===== config.mk =====
export PLATFORM = sky130hd
export DESIGN_NAME = atm_session_ctrl
export DESIGN_NICKNAME = d
export VERILOG_FILES = /design/src/rtl/atm_session_ctrl.sv
export SDC_FILE = /design/constraint.sdc
export NUM_CORES = 1
export LEC_CHECK = 0
export ABC_AREA = 1
export ABC_CLOCK_PERIOD_IN_PS = 4200
export CAP_MARGIN = 20
export CORE_MARGIN = 4
export CORE_UTILIZATION = 49
export CTS_CLUSTER_DIAMETER = 200
export DETAILED_ROUTE_END_ITERATION = 6
export GPL_TIMING_DRIVEN = 0
export PLACE_DENSITY = 0.83
export SLEW_MARGIN = 20
export SYNTH_ARGS = -nofsm -noshare
export SYNTH_HDL_FRONTEND = slang
export SYNTH_SLANG_ARGS = --single-unit

===== constraint.sdc =====
create_clock -name clk -period 4.2 [get_ports clk]
set_input_delay 1.05 -clock clk [delete_from_list [all_inputs] [get_ports clk]]
set_output_delay 1.05 -clock clk [all_outputs]
set_load 0.01 [all_outputs]

===== src/rtl/atm_session_ctrl.sv =====
`default_nettype none
// ============================================================================
// Module   : atm_session_ctrl
// Purpose  : ATM card session controller. Accepts one user command at a time,
//            validates it locally, runs a req/ack transaction with the account
//            store, reports a one-cycle response and locks on repeated failures.
// Revision : 1.0 - initial release
// ============================================================================
module atm_session_ctrl #(
  parameter int unsigned NUM_ACC  = 15,
  parameter int unsigned TIMEOUT  = 16,
  parameter int unsigned MAX_FAIL = 3
) (
  input  logic        clk,
  input  logic        rst,
  input  logic        card_valid,
  input  logic [3:0]  card_acc,
  input  logic        cmd_valid,
  output logic        cmd_ready,
  input  logic [1:0]  cmd_op,
  input  logic [9:0]  cmd_amount,
  input  logic [3:0]  cmd_purpose,
  output logic        bank_req,
  output logic [1:0]  bank_select,
  output logic [3:0]  bank_origin,
  output logic [3:0]  bank_purpose,
  output logic [9:0]  bank_amount,
  input  logic        bank_ack,
  input  logic [1:0]  bank_result,
  input  logic [9:0]  bank_inventory,
  output logic        rsp_valid,
  output logic [2:0]  rsp_status,
  output logic [9:0]  rsp_balance,
  output logic        locked,
  output logic [7:0]  txn_count
);

  localparam int unsigned TW = $clog2(TIMEOUT + 1);
  localparam int unsigned FW = $clog2(MAX_FAIL + 1);

  localparam logic [2:0] c_st_ok      = 3'd0;
  localparam logic [2:0] c_st_short   = 3'd1;
  localparam logic [2:0] c_st_invalid = 3'd2;
  localparam logic [2:0] c_st_timeout = 3'd3;
  localparam logic [2:0] c_st_locked  = 3'd4;

  localparam logic [1:0] c_op_none     = 2'd0;
  localparam logic [1:0] c_op_inquiry  = 2'd1;
  localparam logic [1:0] c_op_withdraw = 2'd2;
  localparam logic [1:0] c_op_transfer = 2'd3;

  localparam logic [1:0] c_res_none    = 2'd0;
  localparam logic [1:0] c_res_success = 2'd3;

  typedef enum logic [2:0] {
    ST_IDLE   = 3'd0,
    ST_READY  = 3'd1,
    ST_CHECK  = 3'd2,
    ST_REQ    = 3'd3,
    ST_RESP   = 3'd4,
    ST_LOCKED = 3'd5
  } state_t;

  state_t          r_state;
  state_t          w_state_next;
  logic [3:0]      r_card;
  logic [1:0]      r_op;
  logic [9:0]      r_amount;
  logic [3:0]      r_purpose;
  logic [2:0]      r_status;
  logic [9:0]      r_balance;
  logic [TW-1:0]   r_timer;
  logic [FW-1:0]   r_fail;
  logic [FW-1:0]   w_fail_next;
  logic [7:0]      r_txn;
  logic            r_lock_rsp;
  logic            w_invalid;
  logic            w_timer_done;

  assign w_timer_done = (r_timer == TW'(TIMEOUT - 1));

  // Local validation of the latched command against the latched card.
  always_comb begin
    w_invalid = 1'b0;
    if (r_op == c_op_none)
      w_invalid = 1'b1;
    if (32'(r_card) >= NUM_ACC)
      w_invalid = 1'b1;
    if ((r_op == c_op_withdraw || r_op == c_op_transfer) && r_amount == 10'd0)
      w_invalid = 1'b1;
    if (r_op == c_op_transfer && (32'(r_purpose) >= NUM_ACC || r_purpose == r_card))
      w_invalid = 1'b1;
  end

  // Saturating failure count as it will be after the current response.
  always_comb begin
    w_fail_next = r_fail;
    if (r_status == c_st_ok)
      w_fail_next = '0;
    else if (r_fail != FW'(MAX_FAIL))
      w_fail_next = r_fail + 1'b1;
  end

  always_comb begin
    w_state_next = r_state;
    cmd_ready    = 1'b0;
    bank_req     = 1'b0;
    locked       = 1'b0;
    case (r_state)
      ST_IDLE: begin
        if (card_valid)
          w_state_next = ST_READY;
      end
      ST_READY: begin
        cmd_ready = 1'b1;
        if (cmd_valid)
          w_state_next = ST_CHECK;
        else if (!card_valid)
          w_state_next = ST_IDLE;
      end
      ST_CHECK: begin
        w_state_next = w_invalid ? ST_RESP : ST_REQ;
      end
      ST_REQ: begin
        bank_req = 1'b1;
        if (bank_ack || w_timer_done)
          w_state_next = ST_RESP;
      end
      ST_RESP: begin
        if (w_fail_next == FW'(MAX_FAIL))
          w_state_next = ST_LOCKED;
        else if (!card_valid)
          w_state_next = ST_IDLE;
        else
          w_state_next = ST_READY;
      end
      ST_LOCKED: begin
        locked    = 1'b1;
        cmd_ready = 1'b1;
        if (!card_valid)
          w_state_next = ST_IDLE;
      end
      default: w_state_next = ST_IDLE;
    endcase
  end

  always_ff @(posedge clk) begin
    if (rst) begin
      r_state    <= ST_IDLE;
      r_card     <= '0;
      r_op       <= '0;
      r_amount   <= '0;
      r_purpose  <= '0;
      r_status   <= '0;
      r_balance  <= '0;
      r_timer    <= '0;
      r_fail     <= '0;
      r_txn      <= '0;
      r_lock_rsp <= 1'b0;
    end else begin
      r_state    <= w_state_next;
      r_lock_rsp <= (r_state == ST_LOCKED) && cmd_valid;
      case (r_state)
        ST_IDLE: begin
          if (card_valid) begin
            r_card <= card_acc;
            r_fail <= '0;
          end
        end
        ST_READY: begin
          if (cmd_valid) begin
            r_op      <= cmd_op;
            r_amount  <= cmd_amount;
            r_purpose <= cmd_purpose;
          end
        end
        ST_CHECK: begin
          r_timer   <= '0;
          r_balance <= '0;
          if (w_invalid)
            r_status <= c_st_invalid;
        end
        ST_REQ: begin
          // An ack in the last allowed cycle wins over the timeout.
          if (bank_ack) begin
            if (bank_result == c_res_success) begin
              r_status  <= c_st_ok;
              r_txn     <= r_txn + 8'd1;
              r_balance <= (r_op == c_op_inquiry) ? bank_inventory : 10'd0;
            end else if (bank_result == c_res_none) begin
              r_status <= c_st_invalid;
            end else begin
              r_status <= c_st_short;
            end
          end else if (w_timer_done) begin
            r_status <= c_st_timeout;
          end else begin
            r_timer <= r_timer + 1'b1;
          end
        end
        ST_RESP: begin
          r_fail <= w_fail_next;
        end
        default: ;
      endcase
    end
  end

  assign bank_select  = (r_state == ST_REQ) ? r_op      : 2'd0;
  assign bank_purpose = (r_state == ST_REQ) ? r_purpose : 4'd0;
  assign bank_amount  = (r_state == ST_REQ) ? r_amount  : 10'd0;
  assign bank_origin  = r_card;
  assign rsp_valid    = (r_state == ST_RESP) || r_lock_rsp;
  assign rsp_status   = r_lock_rsp ? c_st_locked :
                        (r_state == ST_RESP) ? r_status : 3'd0;
  assign rsp_balance  = (r_state == ST_RESP) ? r_balance : 10'd0;
  assign txn_count    = r_txn;

endmodule
`default_nettype wire


==> metrics, run 1 <==
top_reg_cell synth=dfxtp_1; hold path startpoint=txn_count[7]; Floorplan Core Area=0.00472 mm²; total setup buffers inserted after CTS=0; Leak Pwr=1.30 nW; Critical Path AT=2240 ps; GRT Residual Overflow=0; Setup crit end kind=output port; CP max FO=10; placed cells=490; Ys Warns=0; R2R Path End=r_balance[4]; Avg Cell Area, Syn=7.01 µm²; met3 Track Usage GR=7.19%; max-slew violations=0; number of global-route vias before repair=2433; gp weighted congestion=0.882; run status=complete, no violations; VDD IR max=0.205 mV; area of the multi-input gates=0.00109 mm²; worst hold path type=reg2reg; most numerous cell in the Yosys netlist=inv_1; fin nets=472; worst-case reg-to-reg path depth=8; Post-synth top cells=inv_1, dfxtp_1, nor2_1; Initial Util=50.8%; clock tree buffer depth=2; Relative slew margins=68.4%; H-Tree Depth=2; area leader, netlist=dfxtp_1; die area=0.00608 mm²; Most Used Layer, Global Route=met2; Final min period=3290 ps; R2R Path Start=r_state[1]; Startpoint Class=register; Total Wirelength=6340 µm; DR WL/cell=12.7 µm; die height=77.9 µm; CTS Buf Count=5; vias per std cell=4.98; Finish-stage setup viols=0; async set or reset register ratio after synthesis=0%; end point of the worst hold path=txn_count[7]; Yosys reg bits=51; Setup TNS Final=0 ps; final cell count without fillers=498; share of layout cells above drive strength 1=4.41%; All-Layer GR Usage=21.9%; CP Class=reg2out; Worst EP required=3150 ps; routed vias=2478; worst-margin pin slew=474 ps; TritonRoute pass-1 iters=4; n_diodes=0; IO Pins=82; Worst-Skew Late Latency=300 ps; FF/Latch Area=0.00102 mm²; Post-CTS Hold Fix Bufs=0; top cell type's share of synthesized area=42.6%; antenna-violating nets left=0; Final Hold Fails=0; clock sinks=51; residual DRC count=0; fin util=72.6%; M2 GR Usage=38.7%; DP Worst Slack=1240 ps; Detailed Route Iter0 Violations=130; Post-synth EDFFs=0; Achievable Freq=304 MHz; post-synthesis sequential area ratio=42.6%; Hold Path Depth=2; reg-to-reg slack, setup=2480 ps; # fillers=402; post-route clock skew=5.73 ps; initial antenna violation count=0; TritonCTS clock tree=done; mapped cell area=0.00240 mm²; Worst-path clk slew=90 ps; row count=25; largest net degree at the start of global routing=17; max-cap violations=0; DP HPWL=4900 µm; Synth cell types=25; grt met1 use=24.8%; Pwr per Cell Area=322 mW/mm²; I/O Buffers=81; CTS-repair resized insts=0; die width=77.9 µm; Area contributors post-synth=dfxtp_1, a21oi_1, inv_1, nor2_1, o21ai_0; worst setup margin=908 ps; Power, Total=1.11 mW; net count after synthesis=384; post-synthesis instance total=342; period utilization=78.4%; root cell of the clock tree=clkbuf_8; RSZ-0062 raised after global routing=no; first-pass GRT wire length=10700 µm; synth-to-layout area growth=43.0%
[cells by family after synthesis]
group / synth area share [%]
compound gates: 20.3
fa+ha+maj: 2.61
buf+inv: 12.0
flops: 42.6
simple gates: 22.5
[worst max path at each step]
stage	start	to	slack [ps]	cells past startpoint
finish	r_state[1]	bank_amount[2]	910	7
detailed placement	r_state[0]	bank_amount[2]	1240	7
global route	r_state[0]	bank_amount[2]	770	7
global placement	r_state[1]	bank_purpose[2]	1280	7
CTS	r_state[0]	bank_amount[2]	890	7
floorplan	r_state[0]	bank_amount[0]	1890	6
[report_power, final]
| part | switching, mW | internal, mW | total (mW) |
|---|---|---|---|
| sequential | 0.0178 | 0.513 | 0.530 |
| clock | 0.163 | 0.237 | 0.400 |
| combinational | 0.0949 | 0.0801 | 0.175 |
[metrics by stage]
stage	hold slack (ps)	cell area, µm²
floorplan	437	2400
global placement	450	3290
detailed placement	457	3290
CTS	473	3430
global route	489	3430
finish	467	3430
[critical path, stage by stage (launching register included)]
cell,delay [ps]
dfxtp_1,380
inv_2,90
nor3_4,230
inv_2,70
buf_2,200
clkbuf_1,250
nor2_1,160
clkdlybuf4s50_1,570
[placed cells by master, fill, tap and decap left out, types with 2 or more instances in the layout]
cell type	n
clkbuf_1	12
a21oi_1	45
nand3_1	12
clkbuf_8	5
clkdlybuf4s50_1	81
nand2_1	40
and3_1	2
nor3_2	2
o21ai_0	33
nor2_1	47
a211oi_1	10
nand4_1	3
dfxtp_1	51
inv_1	58
bufinv_16	2
nor3_4	2
ha_1	5
nor3_1	8
inv_2	3
[sequential cells by signal (all words and copies together) (netlist names)]
signal,flops
r_op,2
r_purpose,4
r_timer,5
r_amount,10
r_status,2
r_state,3
r_lock_rsp,1
r_balance,10
bank_origin,4
txn_count,8
r_fail,2
[layout make-up]
class	instances	area share, %
inverter	61	6.68
sequential	51	29.8
timing repair buffer	81	23.6
tap	67	2.45
clock inverter	3	1.97
buffer	14	1.68
clock buffer	5	2.01
multi-input combinational	216	31.8
[metal layers]
| layer | up-vias | wire (µm) |
|---|---|---|
| li1 | 1278 | - |
| met1 | 1127 | 2780 |
| met2 | 67 | 3100 |
| met3 | 6 | 391 |
| met4 | 0 | 72 |
| met5 | - | 0 |
(Power assumes the default switching activity.)
==> inputs of run 2 (changes only) <==
ABC_CLOCK_PERIOD_IN_PS = 2690   (was 4200)
CORE_UTILIZATION = 41   (was 49)
PLACE_DENSITY = 0.74   (was 0.83)
clock period = 2.69 ns   (was 4.2 ns; I/O delays follow)
==> run 2 against run 1 <==
Core utilization fell by 11 points. Register-to-register slack worse by 1600 ps. Non-clock buffer count did not move. Clock-buffer cell count grew 1. Routed wire length rose by 2.1%. Worst setup slack lost 800 ps. Critical path depth decreased by 1. Global-route usage down 3.6 points. Highest routed layer unchanged.
==> metrics, run 2 (synthesis gave the netlist of run 1 again) <==
run status=complete, no violations; period utilization=95.8%; clock tree buffer depth=2 (unchanged); root cell of the clock tree=clkbuf_8; residual DRC count=0 (unchanged); clock sinks=51 (unchanged); worst hold path type=reg2reg; Critical Path AT=1910 ps (-330 ps); die height=84.5 µm (+8.4%); routed vias=2476 (-0.081%); Relative slew margins=65.5% (-2.9 points); I/O Buffers=81 (unchanged); Final min period=2580 ps; crit path cell chain=inv_2 -> nor3_4 -> inv_4 -> clkbuf_8 -> nor2_1 -> clkdlybuf4s50_1; antenna-violating nets left=0 (unchanged); synth-to-layout area growth=42.5%; die area=0.00713 mm² (+17%); most common cell after layout, fill and taps aside=clkdlybuf4s50_1; Setup TNS Final=0 ps (unchanged); DP HPWL=4870 µm (-0.60%); GRT Residual Overflow=0 (unchanged); most frequent cells in the layout=clkdlybuf4s50_1, inv_1, dfxtp_1, nor2_1, a21oi_1; DR WL/cell=12.9 µm (+1.3%); Startpoint Class=register; peak per-stage delay on the critical path=540 ps (-30 ps); number of global-route vias before repair=2399 (-1.4%); IO Pins=82 (unchanged); Achievable Freq=388 MHz; first-pass GRT wire length=10800 µm (+0.97%); H-Tree Depth=2 (unchanged); CP Class=reg2out; share of layout cells above drive strength 1=4.88% (+0.48 points); Setup crit end kind=output port; Total Wirelength=6470 µm (+2.1%); die width=84.5 µm (+8.4%); Finish-stage setup viols=0 (unchanged); Initial Util=43.0% (-7.7 points); Worst EP required=2020 ps (-1130 ps); Leak Pwr=1.36 nW (+4.2%); Worst-Skew Late Latency=310 ps (about the same); n_diodes=0 (unchanged); TritonCTS clock tree=done; largest net degree at the start of global routing=15 (-2); gp weighted congestion=0.809 (-8.3%); worst-margin pin slew=518 ps (+43.9 ps); # fillers=520 (+29%); initial antenna violation count=0 (unchanged); All-Layer GR Usage=18.3% (-3.6 points); CTS Buf Count=5 (unchanged); Post-CTS Hold Fix Bufs=0 (unchanged); crit path max-delay cell type=clkdlybuf4s50_1; RSZ-0062 raised after global routing=no; Pwr per Cell Area=475 mW/mm² (+47%); CP max FO=11 (+1); final cell count without fillers=502 (+0.80%); TritonRoute pass-1 iters=4 (unchanged); placed cells=495 (+1.0%); row count=27 (+8.0%); max-slew violations=0 (unchanged); Floorplan Core Area=0.00557 mm² (+18%); Final Hold Fails=0 (unchanged); Worst-path clk slew=100 ps (about the same); Detailed Route Iter0 Violations=128 (-1.5%); post-route clock skew=11.9 ps (+6.13 ps); VDD IR max=0.251 mV (+22%); fin nets=472 (unchanged); max-cap violations=0 (unchanged); vias per std cell=4.93 (-0.88%)
-- run 2: layer usage --
metal / global-route usage [%] / up-vias / part of all wire, %
met2: 32.1 / 82 / 47
met3: 6.77 / 2 / 8.5
li1: - / 1279 / -
met5: 0 / - / 0
met4: 3.02 / 0 / 0.062
met1: 21.7 / 1113 / 44
-- run 2: path summary, 6_finish.rpt --
kind	from	end	slack (ps)	depth (start not counted)
worst min-delay path	r_balance[2]	r_balance[2]	460	2
worst min register to register	r_balance[2]	r_balance[2]	460	2
worst max register to register	r_state[1]	r_balance[9]	860	8
worst max-delay path	r_state[1]	bank_purpose[2]	110	6
-- run 2: critical path, delay by kind of cell (launching register included) --
kind                   cells  cell delay, ps
DFF                        1             360
buffers and inverters      4             900
and+or+nand+nor            2             320
-- run 2: final cells by class --
cell class                      count  area [µm²]  share of cell area, %
Buffer                             13        63.8                   1.87
Clock buffer                        6        72.6                   2.12
Clock inverter                      1        30.0                  0.879
Inverter                           61         231                   6.77
Multi-Input combinational cell    216        1090                   32.0
Sequential cell                    51        1020                   29.9
Tap cell                           72        90.1                   2.64
Timing Repair Buffer               82         812                   23.8
-- run 2: timing repair --
action | in CTS | in global routing
resized for setup | 12 | 4
buffers inserted | 1 | 0
endpoints found under the hold margin | 0 | 0
pin swaps | 1 | 0
setup endpoints to repair | 20 | 13
-- run 2: report_power, final --
part           switching (mW)  internal [mW]
clock network           0.246          0.273
logic                   0.151          0.126
registers              0.0281          0.800
-- run 2: stage by stage --
step	worst slack [ps]	utilization [%]	hold WS (ps)	cell area [µm²]	power (mW)
after global placement	131	59.2	448	3300	1.11
after CTS	1.60	61.2	467	3410	1.64
final	112	61.3	465	3420	1.62
after floorplan	756	-	437	2400	0.995
after global routing	20.2	61.3	485	3420	1.71
after detailed placement	130	59.2	452	3300	1.12
==> inputs of run 3 (changes only) <==
HOLD_SLACK_MARGIN = 0.03   (was not set)
REMOVE_ABC_BUFFERS = 1   (was not set)
==> run 3 against run 2 <==
Worst setup slack improved by 20 ps. Via count decreased by 1.1%. Cell count decreased by 2.2%. Sequential power about the same. Sequential share of layout area increased by 0.24 points. Non-clock buffer count decreased by 13.
==> metrics, run 3 (synthesis gave the netlist of run 1 again) <==
run status=complete, no violations; VDD IR max=0.235 mV (-6.3%); die width=84.5 µm (unchanged); die height=84.5 µm (unchanged); period utilization=95.1% (-0.75 points); placed cell areas=0.00324 mm² (-1.7%); Relative slew margins=37.2% (-28 points); TritonCTS clock tree=done; TritonRoute pass-1 iters=4 (unchanged); clock sinks=51 (unchanged); row count=27 (unchanged); CTS Buf Count=5 (unchanged); Worst-Skew Late Latency=300 ps (about the same); Leak Pwr=1.27 nW (-6.3%); synth-to-layout area growth=41.2%; DR WL/cell=13.1 µm (+1.5%); number of global-route vias before repair=2358 (-1.7%); gp weighted congestion=0.916 (+13%); final cell count without fillers=491 (-2.2%); Post-CTS Hold Fix Bufs=0 (unchanged); H-Tree Depth=2 (unchanged); initial antenna violation count=0 (unchanged); Achievable Freq=391 MHz (+0.78%); Floorplan Core Area=0.00557 mm² (unchanged); Initial Util=43.0% (unchanged); root cell of the clock tree=clkbuf_8; GRT Residual Overflow=0 (unchanged); share of layout cells above drive strength 1=5.49% (+0.61 points); Startpoint Class=register; Finish-stage setup viols=0 (unchanged); vias per std cell=4.99 (+1.2%); worst setup margin=132 ps (+20.1 ps); post-route cell area=0.00339 mm² (-0.92%); DP HPWL=4550 µm (-6.7%); IO Pins=82 (unchanged); RSZ-0062 raised after global routing=no; Detailed Route Iter0 Violations=183 (+43%); CP max FO=20 (+9); Critical Path AT=1890 ps (-20 ps); clock tree buffer depth=2 (unchanged); max-cap violations=0 (unchanged); fin nets=460 (-2.5%); Total Wirelength=6420 µm (-0.71%); worst hold path type=reg2reg; worst-margin pin slew=938 ps (+420 ps); antenna-violating nets left=0 (unchanged); Final min period=2560 ps (-20.1 ps); most frequent cells in the layout=clkdlybuf4s50_1, inv_1, dfxtp_1, nor2_1, a21oi_1; residual DRC count=0 (unchanged); most common cell after layout, fill and taps aside=clkdlybuf4s50_1; All-Layer GR Usage=17.9% (-0.38 points); placed cells=481 (-2.8%); post-route clock skew=5.92 ps (-5.94 ps); Final Hold Fails=0 (unchanged); Pwr per Cell Area=468 mW/mm² (-1.5%); CP Class=reg2out; first-pass GRT wire length=10600 µm (-1.8%); n_diodes=0 (unchanged); largest net degree at the start of global routing=34 (+19); Worst-path clk slew=90 ps (about the same); I/O Buffers=81 (unchanged); Worst EP required=2020 ps (about the same); max-slew violations=0 (unchanged); DP Worst Slack=-195 ps (-325 ps); Setup crit end kind=output port; die area=0.00713 mm² (unchanged); routed vias=2450 (-1.1%)
run 3: repair_timing:
item,CTS,global route
gates resized for setup,2,3
pin swaps,0,1
cloned,0,1
endpoints found under the setup margin,11,20
setup buffers,0,1
run 3: stage by stage:
| stage | utilization [%] | total power, mW | hold slack [ps] | setup TNS, ps |
|---|---|---|---|---|
| 2_1_floorplan | - | 0.986 | 434 | 0 |
| 3_3_place_gp | 58.1 | 1.10 | 448 | -5020 |
| 3_5_place_dp | 58.2 | 1.11 | 452 | -4190 |
| 4_1_cts | 60.2 | 1.60 | 468 | 0 |
| 5_1_grt | 60.7 | 1.68 | 483 | 0 |
| 6_report | 60.7 | 1.59 | 466 | 0 |
run 3: power breakdown:
group / internal (mW) / leakage, nW / switching (mW) / total, mW
Clock: 0.234 / 0.0505 / 0.250 / 0.484
Combinational: 0.123 / 0.808 / 0.150 / 0.272
Sequential: 0.800 / 0.415 / 0.0287 / 0.829
run 3: path summary, 6_finish.rpt:
path | slack (ps) | cells past startpoint | to | from
worst max-delay path | 130 | 5 | bank_amount[9] | r_state[1]
worst min-delay path | 470 | 2 | r_balance[8] | r_balance[8]
worst max register to register | 720 | 7 | r_balance[5] | r_state[2]
worst min register to register | 470 | 2 | r_balance[8] | r_balance[8]
run 3: area by class of cell:
class                           count  area (µm²)
Timing Repair inverter              1        7.51
Fill cell                         507        2190
Clock inverter                      1        7.51
Inverter                           61         235
Multi-Input combinational cell    216        1110
Timing Repair Buffer               82         818
Sequential cell                    51        1020
Tap cell                           72        90.1
Clock buffer                        7        96.3
run 3: per-layer routing:
| metal | part of all wire, % | wire length, µm | vias up | GRT usage [%] |
|---|---|---|---|---|
| met3 | 8.1 | 518 | 12 | 4.51 |
| met4 | 1.6 | 103 | 0 | 5.90 |
| met5 | 0 | 0 | - | 0 |
| met2 | 45 | 2910 | 106 | 30.0 |
| met1 | 45 | 2890 | 1077 | 22.6 |
| li1 | - | - | 1255 | - |
run 3: critical path, cell delays in order (launching register included):
cell and delay, ps:
dfxtp_1 380, inv_2 100, nor3_4 230, inv_4 150
nor2_1 140, clkdlybuf4s50_1 580
